===== config.mk =====
export PLATFORM = sky130hd
export DESIGN_NAME = phase_timer_ctrl
export DESIGN_NICKNAME = d
export VERILOG_FILES = /design/src/rtl/phase_timer_pkg.sv /design/src/rtl/phase_counter.sv /design/src/rtl/phase_timer_ctrl.sv
export SDC_FILE = /design/constraint.sdc
export NUM_CORES = 1
export LEC_CHECK = 0
export ABC_AREA = 1
export BUFFER_PORTS_ARGS = -buffer_cell sky130_fd_sc_hd__buf_4
export CAP_MARGIN = 20
export CELL_PAD_IN_SITES_DETAIL_PLACEMENT = 1
export CELL_PAD_IN_SITES_GLOBAL_PLACEMENT = 2
export CORE_ASPECT_RATIO = 1.5
export CORE_MARGIN = 5
export CORE_UTILIZATION = 36
export DETAILED_ROUTE_END_ITERATION = 8
export GPL_TIMING_DRIVEN = 0
export PLACE_DENSITY = 0.95
export SLEW_MARGIN = 20
export SYNTH_ARGS = -nofsm -noshare
export SYNTH_HDL_FRONTEND = slang
export SYNTH_HIERARCHICAL = 1
export SYNTH_SLANG_ARGS = --single-unit

===== constraint.sdc =====
create_clock -name clk -period 6 [get_ports clk]
set_input_delay 0.6 -clock clk [delete_from_list [all_inputs] [get_ports clk]]
set_output_delay 0.6 -clock clk [all_outputs]
set_load 0.02 [all_outputs]

===== src/rtl/phase_timer_pkg.sv =====
// phase_timer_pkg: FSM state encoding and default marker constants shared by
// the phase timer blocks.
package phase_timer_pkg;

    typedef enum logic [1:0] {
        IDLE = 2'd0,
        RUN  = 2'd1,
        DONE = 2'd2
    } state_e;

    localparam logic [31:0] DEF_MARKER_ADDR = 32'h1000_0000;
    localparam logic [31:0] DEF_START_WORD  = 32'h0000_0001;
    localparam logic [31:0] DEF_DONE_WORD   = 32'h7fff_ffff;
    localparam logic [31:0] DEF_ABORT_WORD  = 32'h0000_0000;

endpackage


===== src/rtl/phase_counter.sv =====
// phase_counter: CNT_W-bit saturating up-counter with synchronous clear and a
// sticky overflow flag raised when an increment is requested at all-ones.
module phase_counter #(
    parameter int unsigned CNT_W = 32
) (
    input  logic             clk,
    input  logic             reset,
    input  logic             clr,
    input  logic             en,
    output logic [CNT_W-1:0] count,
    output logic             ovf
);

    logic [CNT_W-1:0] count_q, count_d;
    logic             ovf_q, ovf_d;

    // Clear wins over enable so a restart marker never leaks a count.
    always_comb begin
        count_d = count_q;
        ovf_d   = ovf_q;
        if (clr) begin
            count_d = '0;
            ovf_d   = 1'b0;
        end else if (en) begin
            if (&count_q) begin
                ovf_d = 1'b1;
            end else begin
                count_d = count_q + CNT_W'(1);
            end
        end
    end

    always_ff @(posedge clk or posedge reset) begin
        if (reset) begin
            count_q <= '0;
            ovf_q   <= 1'b0;
        end else begin
            count_q <= count_d;
            ovf_q   <= ovf_d;
        end
    end

    assign count = count_q;
    assign ovf   = ovf_q;

endmodule


===== src/rtl/phase_timer_ctrl.sv =====
// phase_timer_ctrl: snoops picoRV32 marker writes and times firmware phases.
// Define PHASE_TIMER_TOTAL_EN to add the saturating total-RUN-cycles port.
module phase_timer_ctrl
    import phase_timer_pkg::*;
#(
    parameter int unsigned N_PHASES    = 4,
    parameter int unsigned CNT_W       = 32,
    parameter logic [31:0] MARKER_ADDR = DEF_MARKER_ADDR,
    parameter logic [31:0] START_WORD  = DEF_START_WORD,
    parameter logic [31:0] DONE_WORD   = DEF_DONE_WORD,
    parameter logic [31:0] ABORT_WORD  = DEF_ABORT_WORD
) (
    input  logic                        clk,
    input  logic                        reset,
    input  logic                        mem_valid,
    input  logic                        mem_ready,
    input  logic [31:0]                 mem_addr,
    input  logic [31:0]                 mem_wdata,
    input  logic [3:0]                  mem_wstrb,
    input  logic [$clog2(N_PHASES)-1:0] rd_sel,
    output logic [CNT_W-1:0]            rd_data,
    output logic [$clog2(N_PHASES)-1:0] phase,
    output logic                        busy,
    output logic                        done,
    output logic [N_PHASES-1:0]         ovf
`ifdef PHASE_TIMER_TOTAL_EN
    ,
    output logic [CNT_W-1:0]            total
`endif
);

    localparam int unsigned          SEL_W      = $clog2(N_PHASES);
    localparam logic [SEL_W-1:0]     LAST_PHASE = SEL_W'(N_PHASES - 1);

    state_e           state_q, state_d;
    logic [SEL_W-1:0] phase_q, phase_d;
    logic [CNT_W-1:0] rd_data_q, rd_data_d;

    logic             marker;
    logic             mk_start, mk_done, mk_abort;
    logic             clr_all;
    logic [N_PHASES-1:0] cnt_en;
    logic [CNT_W-1:0] cnt [N_PHASES];

    // Only full-word writes that complete their handshake count as markers.
    assign marker   = mem_valid & mem_ready & (mem_wstrb == 4'hF) & (mem_addr == MARKER_ADDR);
    assign mk_start = marker & (mem_wdata == START_WORD);
    assign mk_done  = marker & (mem_wdata == DONE_WORD);
    assign mk_abort = marker & (mem_wdata == ABORT_WORD);

    always_comb begin
        state_d = state_q;
        phase_d = phase_q;
        clr_all = 1'b0;
        unique case (state_q)
            IDLE: begin
                if (mk_start) begin
                    state_d = RUN;
                    phase_d = '0;
                    clr_all = 1'b1;
                end
            end
            RUN: begin
                if (mk_start) begin
                    phase_d = '0;
                    clr_all = 1'b1;
                end else if (mk_done) begin
                    if (phase_q == LAST_PHASE) begin
                        state_d = DONE;
                    end else begin
                        phase_d = phase_q + SEL_W'(1);
                    end
                end else if (mk_abort) begin
                    state_d = IDLE;
                end
            end
            DONE: begin
                if (mk_start) begin
                    state_d = RUN;
                    phase_d = '0;
                    clr_all = 1'b1;
                end
            end
            default: state_d = IDLE;
        endcase
    end

    // The closing marker's own cycle still belongs to the phase it closes.
    always_comb begin
        cnt_en = '0;
        for (int unsigned i = 0; i < N_PHASES; i++) begin
            cnt_en[i] = (state_q == RUN) && (phase_q == SEL_W'(i));
        end
    end

    always_comb begin
        rd_data_d = '0;
        for (int unsigned i = 0; i < N_PHASES; i++) begin
            if (rd_sel == SEL_W'(i)) begin
                rd_data_d = cnt[i];
            end
        end
    end

    always_ff @(posedge clk or posedge reset) begin
        if (reset) begin
            state_q   <= IDLE;
            phase_q   <= '0;
            rd_data_q <= '0;
        end else begin
            state_q   <= state_d;
            phase_q   <= phase_d;
            rd_data_q <= rd_data_d;
        end
    end

    for (genvar g = 0; g < N_PHASES; g++) begin : g_phase
        phase_counter #(
            .CNT_W(CNT_W)
        ) u_cnt (
            .clk  (clk),
            .reset(reset),
            .clr  (clr_all),
            .en   (cnt_en[g]),
            .count(cnt[g]),
            .ovf  (ovf[g])
        );
    end

`ifdef PHASE_TIMER_TOTAL_EN
    logic total_ovf;

    phase_counter #(
        .CNT_W(CNT_W)
    ) u_total (
        .clk  (clk),
        .reset(reset),
        .clr  (clr_all),
        .en   (state_q == RUN),
        .count(total),
        .ovf  (total_ovf)
    );
`endif

    assign rd_data = rd_data_q;
    assign phase   = phase_q;
    assign busy    = (state_q == RUN);
    assign done    = (state_q == DONE);

endmodule


==> results of run 1 <==
-- metrics by stage --
step	instances	worst slack (ns)	total power [W]	cell area, sq um	hold WS, ns
detailed placement	2246	2.89	0.00129	12900	0.489
floorplan	1720	2.95	0.00122	11500	0.504
global placement	2242	1.01	0.00129	12800	0.481
CTS	2278	3.39	0.00241	13500	0.165
finish	2278	3.38	0.00238	13500	0.167
global route	2278	3.18	0.00246	13500	0.195
-- layer usage --
metal | share of wire (%) | vias up | track usage, %
met5 | 0 | - | 0
met4 | 5.8 | 0 | 14.1
met3 | 4.0 | 118 | 3.32
met2 | 52 | 326 | 45.8
met1 | 38 | 5987 | 26.5
li1 | - | 5788 | -
-- synth_stat cells (all sizes together) (13+ instances only) --
cell type / count
nand2: 632
clkbuf: 15
o21bai: 24
dfrtp: 168
buf: 37
nor2: 268
nand3: 177
inv: 144
nand4: 36
o21ai: 129
a21oi: 22
a221oi: 13
-- power by group --
group / leakage (nW) / internal (W) / switching, W / total (W)
Sequential: 2.26 / 0.00114 / 0.00000144 / 0.00114
Clock: 0.274 / 0.000598 / 0.000511 / 0.00111
Combinational: 3.09 / 0.0000541 / 0.0000791 / 0.000133
-- cell families after synthesis --
logic type / count (synthesis) / synth area share, %
buf+inv: 196 / 7.98
compound gates: 192 / 9.41
flops: 168 / 36.6
simple gates: 1136 / 43.6
xor+xnor: 20 / 1.53
fa+ha+maj: 8 / 0.872
-- how the worst max path moves through the flow --
stage | slack [ns] | cells after the start | startpoint | to
2_1_floorplan | 2.95 | 11 | mem_wstrb[1] | g_phase[0].u_cnt/count[31]
3_3_place_gp | 1.01 | 13 | mem_wdata[15] | g_phase[2].u_cnt/count[28]
3_5_place_dp | 2.89 | 14 | mem_wdata[15] | g_phase[2].u_cnt/count[5]
4_1_cts | 3.39 | 14 | mem_wdata[15] | g_phase[2].u_cnt/count[5]
5_1_grt | 3.18 | 14 | mem_wdata[9] | g_phase[2].u_cnt/count[5]
6_report | 3.38 | 14 | mem_wdata[15] | g_phase[2].u_cnt/count[7]
-- flip-flops by register name (all words and copies together), names as in the netlist --
| name | flops |
|---|---|
| g_phase.u_cnt/count | 128 |
| rd_data | 32 |
| g_phase.u_cnt/ovf | 4 |
| phase | 2 |
| state_q | 2 |
-- worst max-delay path: stages --
cell and delay (ns):
buf_4 0.11, nor2_1 0.09, nand2_1 0.06, nor2_1 0.20, nand2_1 0.08, nor2_1 0.20
nand2_2 0.12, a21oi_4 0.30, buf_16 0.22, inv_1 0.10, buf_2 0.22, clkbuf_1 0.36
nand2_1 0.21, o21ai_1 0.08
-- layout make-up --
cell class	instances	share of cell area, %
well taps	410	3.79
repair buffers	116	6.98
flip-flops and latches	168	31.1
inverters	144	4.00
plain buffers	52	2.78
multi-input cells	1356	47.1
clock buffers	20	3.38
clock inverters	12	0.852
==> results.yml, run 1 <==
outcome:
  status: "finished, final reports clean"
yosys:
  synth_top_area_share_pct: 36.6
  netlist_instances: 1720
  synth_edf_count: 0
  synthFlopType: "dfrtp_1"
  syn_area_per_cell_sq_um: 6.67
  syn-num-nets: 1802
  yosysTopAreaCell: "dfrtp_1"
  seq_area_frac_synth_pct: 36.6
  synthDistinctLibCells: 34
  syn-cell-area_sq_mm: 0.0115
  synth_seq_cells: 168
  ys_async_sr_fraction_pct: 100
  ys.warnings.count: 6
  synthTopCellsByArea: "dfrtp_1, nand2_1, nor2_1, nand3_1, o21ai_1"
die:
  rows: 80
  io_pins: 114
  die_w_um: 156
  die_h_um: 229
  start_util_pct: 36.3
  dieArea_sq_mm: 0.0356
  coreArea_sq_mm: 0.0316
clocking:
  cts_setup_buffers: 0
  cts_tree: "yes"
  cts_max_path_buffers: 2
  cts_buffers: 17
  clk_pin_slew_ns: 0.07
  clkSinkCount: 168
  root_buffer: "clkbuf_16"
  ctsHtreeMaxLevel: 4
  cts_hold_buf: 0
  clock_latency_ns: 0.46
  cts_resized: 0
placement:
  io_buffers: 112
  gp_congestion: 0.922
  hpwl_um: 34800
timing:
  final-setup-viol-count: 0
  max_freq_mhz: 381
  relSlewSlack_pct: 47.4
  fin_setup_tns_ns: 0
  hold_violations: 0
  grt_setup_unrepaired: "false"
  fin_skew_ns: 0.0122
  post-route-min-period_ns: 2.62
  drv_slew: 0
  worst_pin_slew_ns: 0.788
  post-route-period-util_pct: 43.7
critical_path:
  ff2ff_setup_slack_ns: 3.73
  worstRegToRegCells: 7
  cp-end-kind: "flop"
  cp.required_ns: 6.34
  cp_data_arrival_time_ns: 2.97
  r2r_start: "state_q[1]"
  critPathMaxFanout: 19
  crit_type: "in2reg"
  regToRegEndpoint: "g_phase[2].u_cnt/count[7]"
  cp-start-kind: "input port"
finish:
  multi_input_area_sq_mm: 0.00637
  final_core_util_pct: 42.7
  regArea_sq_mm: 0.00420
  final_nets: 1937
  syn_to_final_growth_pct: 17.8
  fillers: 4222
  final_layout_size_suffix_gt1_share_pct: 14.0
  insertedDiodeCount: 0
  final_cell_mix: "nand2_1, nor2_1, nand3_1, dfrtp_1, inv_1"
  final_common_cell: "nand2_1"
drt:
  vias_per_cell: 5.36
  wl_um: 43900
  vias: 12200
  wl_per_cell_um: 19.3
  drt_iter0_drc: 655
  dr.pass1.iters: 5
  drc: 0
  ant_nets: 0
power_and_ir_drop:
  irDropWorstVdd_mv: 0.117
  powerDensity_mw_per_mm2: 176
  leakagePower_nw: 5.62
flow_run:
  drv_cap: 0
grt:
  grt_remaining_overflow: 0
  antenna_found_initial: 0
  grt_usage_pct: 24.8
  grt_max_degree: 34
  grt_pass1_vias: 13000
  grt_pass1_wl_um: 69100
hold_path:
  min_path_type: "in2async"
No activity file was read; power rests on OpenSTA's default activity.
==> run 2: changes to the inputs <==
--- a/config.mk
+++ b/config.mk
@@ -12,10 +12,10 @@
 export CELL_PAD_IN_SITES_GLOBAL_PLACEMENT = 2
 export CORE_ASPECT_RATIO = 1.5
 export CORE_MARGIN = 5
-export CORE_UTILIZATION = 36
+export CORE_UTILIZATION = 30
 export DETAILED_ROUTE_END_ITERATION = 8
 export GPL_TIMING_DRIVEN = 0
-export PLACE_DENSITY = 0.95
+export PLACE_DENSITY = 0.86
 export SLEW_MARGIN = 20
 export SYNTH_ARGS = -nofsm -noshare
 export SYNTH_HDL_FRONTEND = slang
==> constraint.sdc (replaced) <==
create_clock -name clk -period 2.2 [get_ports clk]
set_input_delay 0.22 -clock clk [delete_from_list [all_inputs] [get_ports clk]]
set_output_delay 0.22 -clock clk [all_outputs]
set_load 0.02 [all_outputs]
==> run 2 against run 1 <==
Net effect: sequential share of layout area shrank 0.53 points; final cell count grew 3.8%; worst setup slack lost 3.2 ns; count of clock-buffer cells in the layout shrank 1; critical path depth is the same; total power grew to 2.8 times the previous value; die area grew 19%; sequential power grew to 2.7 times the previous value.
==> results.yml, run 2 (synthesis gave the netlist of run 1 again) <==
finish:
  fillers: 4785
  final_nets: 1943
  final_cell_mix: "nand2_1, nor2_1, nand3_1, dfrtp_1, inv_1"
  syn_to_final_growth_pct: 19.9
  largest_register_ff_count: 128
  final_core_util_pct: 36.4
  finalNonFillerCells: 2364
  final_common_cell: "nand2_1"
  final_layout_size_suffix_gt1_share_pct: 14.7
die:
  io_pins: 114
  die_h_um: 250
  coreArea_sq_mm: 0.0378
  dieArea_sq_mm: 0.0424
  rows: 87
  start_util_pct: 30.4
  die_w_um: 170
critical_path:
  crit_top_cell: "nor2_1"
  crit_type: "in2reg"
  critPathMaxFanout: 10
  max_stage_delay_ns: 0.25
  cp-end-kind: "flop"
  cp.required_ns: 2.53
  critPathSlowestCell: "clkbuf_2"
  cp_top_family: "simple AND/OR/NAND/NOR gates"
  cp-start-kind: "input port"
  cp_data_arrival_time_ns: 2.35
  path_cells: "buf_4 -> nor2_1 -> nand2_1 -> nor2_1 -> nand2_1 -> nor2_1 -> nand2_2 -> a21oi_4 -> buf_4 -> inv_1 -> buf_2 -> clkbuf_2 -> nand3_1 -> o21ai_1"
  crit_buf_inv: 5
clocking:
  clkSinkCount: 168
  clk_pin_slew_ns: 0.07
  ctsHtreeMaxLevel: 4
  root_buffer: "clkbuf_16"
  clock_latency_ns: 0.45
  cts_max_path_buffers: 2
  cts_buffers: 17
  cts_tree: "yes"
drt:
  vias: 12100
  vias_per_cell: 5.13
  wl_per_cell_um: 19.2
  drt_iter0_drc: 656
  dr.pass1.iters: 5
  wl_um: 45300
  drc: 0
  ant_nets: 0
timing:
  setup_slack_ns: 0.182
  post-route-period-util_pct: 91.7
  drv_slew: 0
  fin_skew_ns: 0.0188
  worst_pin_slew_ns: 1.15
  relSlewSlack_pct: 23.5
  post-route-min-period_ns: 2.02
  grt_setup_unrepaired: "false"
  max_freq_mhz: 495
  final-setup-viol-count: 0
  hold_violations: 0
  timing.hold.ws_ns: 0.206
placement:
  place_ws_ns: -1.04
  gp_congestion: 0.959
  hpwl_um: 35400
  io_buffers: 112
  dp.cells: 2326
grt:
  grt_pass1_wl_um: 70900
  grt_remaining_overflow: 0
  grt_pass1_vias: 12800
  grt_usage_pct: 21.3
  antenna_found_initial: 0
  grt_max_degree: 29
flow_run:
  drv_cap: 0
hold_path:
  min_path_type: "in2reg"
power_and_ir_drop:
  irDropWorstVdd_mv: 0.557
  leakagePower_nw: 5.69
  powerDensity_mw_per_mm2: 489
outcome:
  status: "finished, final reports clean"
[run 2: cell count changes in the layout (fill, tap and decap cells not counted), sizes merged]
cell	delta
buf	+5
bufinv	+2
clkbuf	-2
inv	-2
a21oi	+1
clkinv	+1
diode	+1
dlygate4sd3	+1
[run 2: what timing repair did]
item	in CTS	in global routing
endpoints found under the hold margin	82	0
buffers inserted	3	0
gates resized for setup	3	17
endpoints found under the setup margin	132	65
gates cloned	1	0
hold buffers	1	0
[run 2: metal layers]
| metal | up-vias | part of all wire, % | GRT usage (%) |
|---|---|---|---|
| li1 | 5804 | - | - |
| met1 | 5926 | 39 | 24.3 |
| met2 | 317 | 53 | 39.5 |
| met3 | 72 | 4.8 | 3.12 |
| met4 | 0 | 3.2 | 7.80 |
| met5 | - | 0 | 0 |
[run 2: cell type report]
| type | instances | area [sq um] | share of cell area, % |
|---|---|---|---|
| Antenna cell | 1 | 2.50 | 0.0182 |
| Buffer | 52 | 385 | 2.80 |
| Clock buffer | 19 | 443 | 3.22 |
| Clock inverter | 13 | 170 | 1.24 |
| Inverter | 144 | 541 | 3.93 |
| Multi-Input combinational cell | 1357 | 6390 | 46.5 |
| Sequential cell | 168 | 4210 | 30.6 |
| Tap cell | 489 | 612 | 4.45 |
| Timing Repair Buffer | 121 | 1010 | 7.33 |
[run 2: power breakdown]
part	internal (W)	leakage, nW	switching, W
logic	0.000157	3.14	0.000221
registers	0.00310	2.26	0.00000528
clock network	0.00183	0.290	0.00142
total	0.00509	5.69	0.00164
[run 2: final timing paths]
| path | start | end | slack, ns | cells after the start |
|---|---|---|---|---|
| min reg2reg | g_phase[3].u_cnt/ovf | g_phase[3].u_cnt/ovf | 0.50 | 1 |
| min | mem_ready | state_q[0] | 0.21 | 5 |
| max reg2reg | state_q[1] | g_phase[2].u_cnt/count[14] | 0.18 | 7 |
| max in group asynchronous | reset | g_phase[1].u_cnt/count[19] | 1.35 | 4 |
| min in group asynchronous | reset | g_phase[2].u_cnt/count[16] | 0.31 | 3 |
| max | mem_wdata[15] | g_phase[0].u_cnt/count[27] | 0.18 | 14 |
[run 2: worst register-to-register path: cells and delay by family, from the launching register on]
family	cells	cell delay, ns
buf+inv	4	0.98
flops	1	0.58
compound gates	2	0.26
simple gates	1	0.13
[run 2: per-stage QoR]
stage | power [W] | setup TNS [ns] | cell area [sq um]
finish | 0.00673 | 0 | 13800
global route | 0.00697 | 0 | 13800
CTS | 0.00681 | 0 | 13700
detailed placement | 0.00354 | -110.11 | 13100
global placement | 0.00351 | -107.07 | 12900
floorplan | 0.00332 | 0 | 11500
==> run 3: changes to the inputs <==
--- a/config.mk
+++ b/config.mk
@@ -5,17 +5,16 @@
 export SDC_FILE = /design/constraint.sdc
 export NUM_CORES = 1
 export LEC_CHECK = 0
-export ABC_AREA = 1
 export BUFFER_PORTS_ARGS = -buffer_cell sky130_fd_sc_hd__buf_4
 export CAP_MARGIN = 20
 export CELL_PAD_IN_SITES_DETAIL_PLACEMENT = 1
 export CELL_PAD_IN_SITES_GLOBAL_PLACEMENT = 2
 export CORE_ASPECT_RATIO = 1.5
 export CORE_MARGIN = 5
-export CORE_UTILIZATION = 30
+export CORE_UTILIZATION = 34
 export DETAILED_ROUTE_END_ITERATION = 8
 export GPL_TIMING_DRIVEN = 0
-export PLACE_DENSITY = 0.86
+export PLACE_DENSITY = 0.85
 export SLEW_MARGIN = 20
 export SYNTH_ARGS = -nofsm -noshare
 export SYNTH_HDL_FRONTEND = slang
==> run 3 against run 2 <==
Net effect: the run now ends with negative setup slack left; via count is 25% lower; critical path depth fell by 5; worst hold slack lost 0.047 ns; worst setup slack got worse by 0.21 ns; largest cell class unchanged; highest routed layer unchanged.
==> results.yml, run 3 <==
timing:
  grt_setup_unrepaired: "true"
  fin_skew_ns: 0.00656
  setup_slack_ns: -0.0303
  hold_violations: 0
  worst_pin_slew_ns: 0.795
  post-route-period-util_pct: 101
  relSlewSlack_pct: 46.9
  final-setup-viol-count: 2
  max_freq_mhz: 448
  post-route-min-period_ns: 2.23
  drv_slew: 0
  timing.hold.ws_ns: 0.159
yosys:
  synthTopCellsByArea: "dfrtp_1, mux4_2, or3_1, a21oi_1, nand2_1"
  syn-num-nets: 1036
  ys_top_cells_by_count: "dfrtp_1, nand2_1, nor2_1"
  yosysMostFrequentCell: "dfrtp_1"
  netlist_instances: 954
  yosysTopAreaCell: "dfrtp_1"
  ys_async_sr_fraction_pct: 100
  syn_area_per_cell_sq_um: 10.2
  synth_edf_count: 0
  ys.warnings.count: 6
  syn-cell-area_sq_mm: 0.00971
  synthDistinctLibCells: 52
  synth_seq_cells: 168
  synthFlopType: "dfrtp_1"
  seq_area_frac_synth_pct: 43.3
  synth_top_area_share_pct: 43.3
critical_path:
  cp_data_arrival_time_ns: 2.61
  critPathMaxFanout: 5
  crit_type: "reg2reg"
  cp.required_ns: 2.58
  cp-start-kind: "flop"
  cp-end-kind: "flop"
die:
  rows: 75
  die_w_um: 148
  die_h_um: 217
  start_util_pct: 34.6
  io_pins: 114
  coreArea_sq_mm: 0.0281
  dieArea_sq_mm: 0.0321
finish:
  final_core_util_pct: 45.9
  final_cell_mix: "buf_4, dfrtp_1, nand2_1, nor2_1, dfrtp_2"
  final_layout_size_suffix_gt1_share_pct: 38.8
  largest_register_ff_count: 128
  final_common_cell: "buf_4"
  fillers: 3093
  finalNonFillerCells: 1518
  insertedDiodeCount: 0
  syn_to_final_growth_pct: 32.6
  final_nets: 1241
drt:
  wl_um: 36000
  drt_iter0_drc: 548
  vias_per_cell: 5.96
  wl_per_cell_um: 23.7
  dr.pass1.iters: 5
  vias: 9046
  drc: 0
  ant_nets: 0
power_and_ir_drop:
  irDropWorstVdd_mv: 0.294
  powerDensity_mw_per_mm2: 511
  switchingPower_w: 0.00146
  seqPwrFrac_pct: 46.9
  internal-power_w: 0.00512
  sw_frac_of_total_pct: 22.2
  leakagePower_nw: 4.78
  power_frac_clock_pct: 49.2
  power.total_w: 0.00658
  combPwrFrac_pct: 3.8
clocking:
  ctsHtreeMaxLevel: 4
  clock_latency_ns: 0.46
  clkSinkCount: 168
  cts_max_path_buffers: 2
  root_buffer: "clkbuf_16"
  cts_buffers: 17
  clk_pin_slew_ns: 0.07
  cts_tree: "yes"
outcome:
  violations: "negative setup slack"
  status: "complete, but fails checks"
hold_path:
  min_path_type: "in2reg"
flow_run:
  drv_cap: 0
grt:
  grt_pass1_vias: 9381
  grt_usage_pct: 21.7
  grt_remaining_overflow: 0
  grt_max_degree: 37
  grt_pass1_wl_um: 54000
  antenna_found_initial: 0
placement:
  dp.cells: 1413
  hpwl_um: 26400
  place_ws_ns: -1.03
  io_buffers: 112
  gp_congestion: 0.942
[run 3: changes by cell type in the layout (fill, tap and decap cells not counted), moves of 24 or more]
cell	previous run	this run
nand2_1	612	76
nor2_1	233	74
nand3_1	172	38
inv_1	135	17
o21ai_1	116	25
buf_4	118	184
dfrtp_1	167	107
dfrtp_2	1	61
or3_1	0	50
a21oi_1	21	54
mux4_2	0	32
or4_1	0	30
nor2_2	24	0
[run 3: power groups by stage]
stage / Combinational, W / Sequential (W) / Clock [W]
detailed placement: 0.000255 / 0.00315 / 0
global placement: 0.000245 / 0.00315 / 0
finish: 0.000252 / 0.00309 / 0.00324
floorplan: 0.000103 / 0.00315 / 0
global route: 0.000279 / 0.00309 / 0.00341
CTS: 0.000257 / 0.00309 / 0.00328
[run 3: cells by family after synthesis]
family          share of synthesized area [%]
compound gates                           12.4
simple gates                             29.4
mux                                      8.76
xor+xnor                                 2.89
buf+inv                                  2.27
flops                                    43.3
fa+ha+maj                                1.03
[run 3: area by class of cell]
cell class | count | area, sq um | share of cell area, %
repair buffers | 186 | 1430 | 11.1
well taps | 346 | 433 | 3.36
flip-flops and latches | 168 | 4280 | 33.2
inverters | 24 | 95.1 | 0.738
multi-input cells | 731 | 5800 | 45.0
plain buffers | 31 | 219 | 1.70
clock buffers | 22 | 484 | 3.76
clock inverters | 10 | 143 | 1.11
[run 3: worst max-delay path: stages (launching register included)]
cell and delay, ns:
dfrtp_2 0.46, inv_4 0.11, ha_4 0.13, and2_4 0.18, nand3_4 0.09, nor3_4 0.22
o211ai_1 0.22, buf_4 0.22, or3_4 0.37, a21oi_2 0.16
[run 3: per-layer routing]
layer  global-route usage (%)  wire [um]  vias up
met5                        0          0        -
met4                     11.6       2020        0
met3                     2.70       1020       94
met2                     39.1      19100      239
met1                     24.9      13800     4653
li1                         -          -     4060
[run 3: worst paths after layout]
path                                            from                          to  slack, ns  depth (start not counted)
worst min register to register  g_phase[3].u_cnt/ovf        g_phase[3].u_cnt/ovf       0.51                          2
worst max register to register              phase[1]  g_phase[1].u_cnt/count[17]      -0.03                          9
max in group asynchronous                      reset                    phase[0]       1.08                          3
worst max-delay path                        phase[1]  g_phase[1].u_cnt/count[17]      -0.03                          9
worst min-delay path                       rd_sel[1]                 rd_data[31]       0.16                          2
min in group asynchronous                      reset  g_phase[1].u_cnt/count[15]       0.33                          3
[run 3: stage by stage]
step	TNS, ns	area, sq um
finish	-0.0357	12900
CTS	-0.0954	12100
detailed placement	-115.31	11000
global placement	-112.63	11000
global route	-1.52	12900
floorplan	-3.21	9740
[run 3: what timing repair did]
action,4_1_cts,5_1_grt
resized for setup,75,137
hold buffers,1,0
cloned,2,2
setup buffers,26,42
hold endpoints to repair,129,0
endpoints found under the setup margin,132,116
pin swaps,19,45
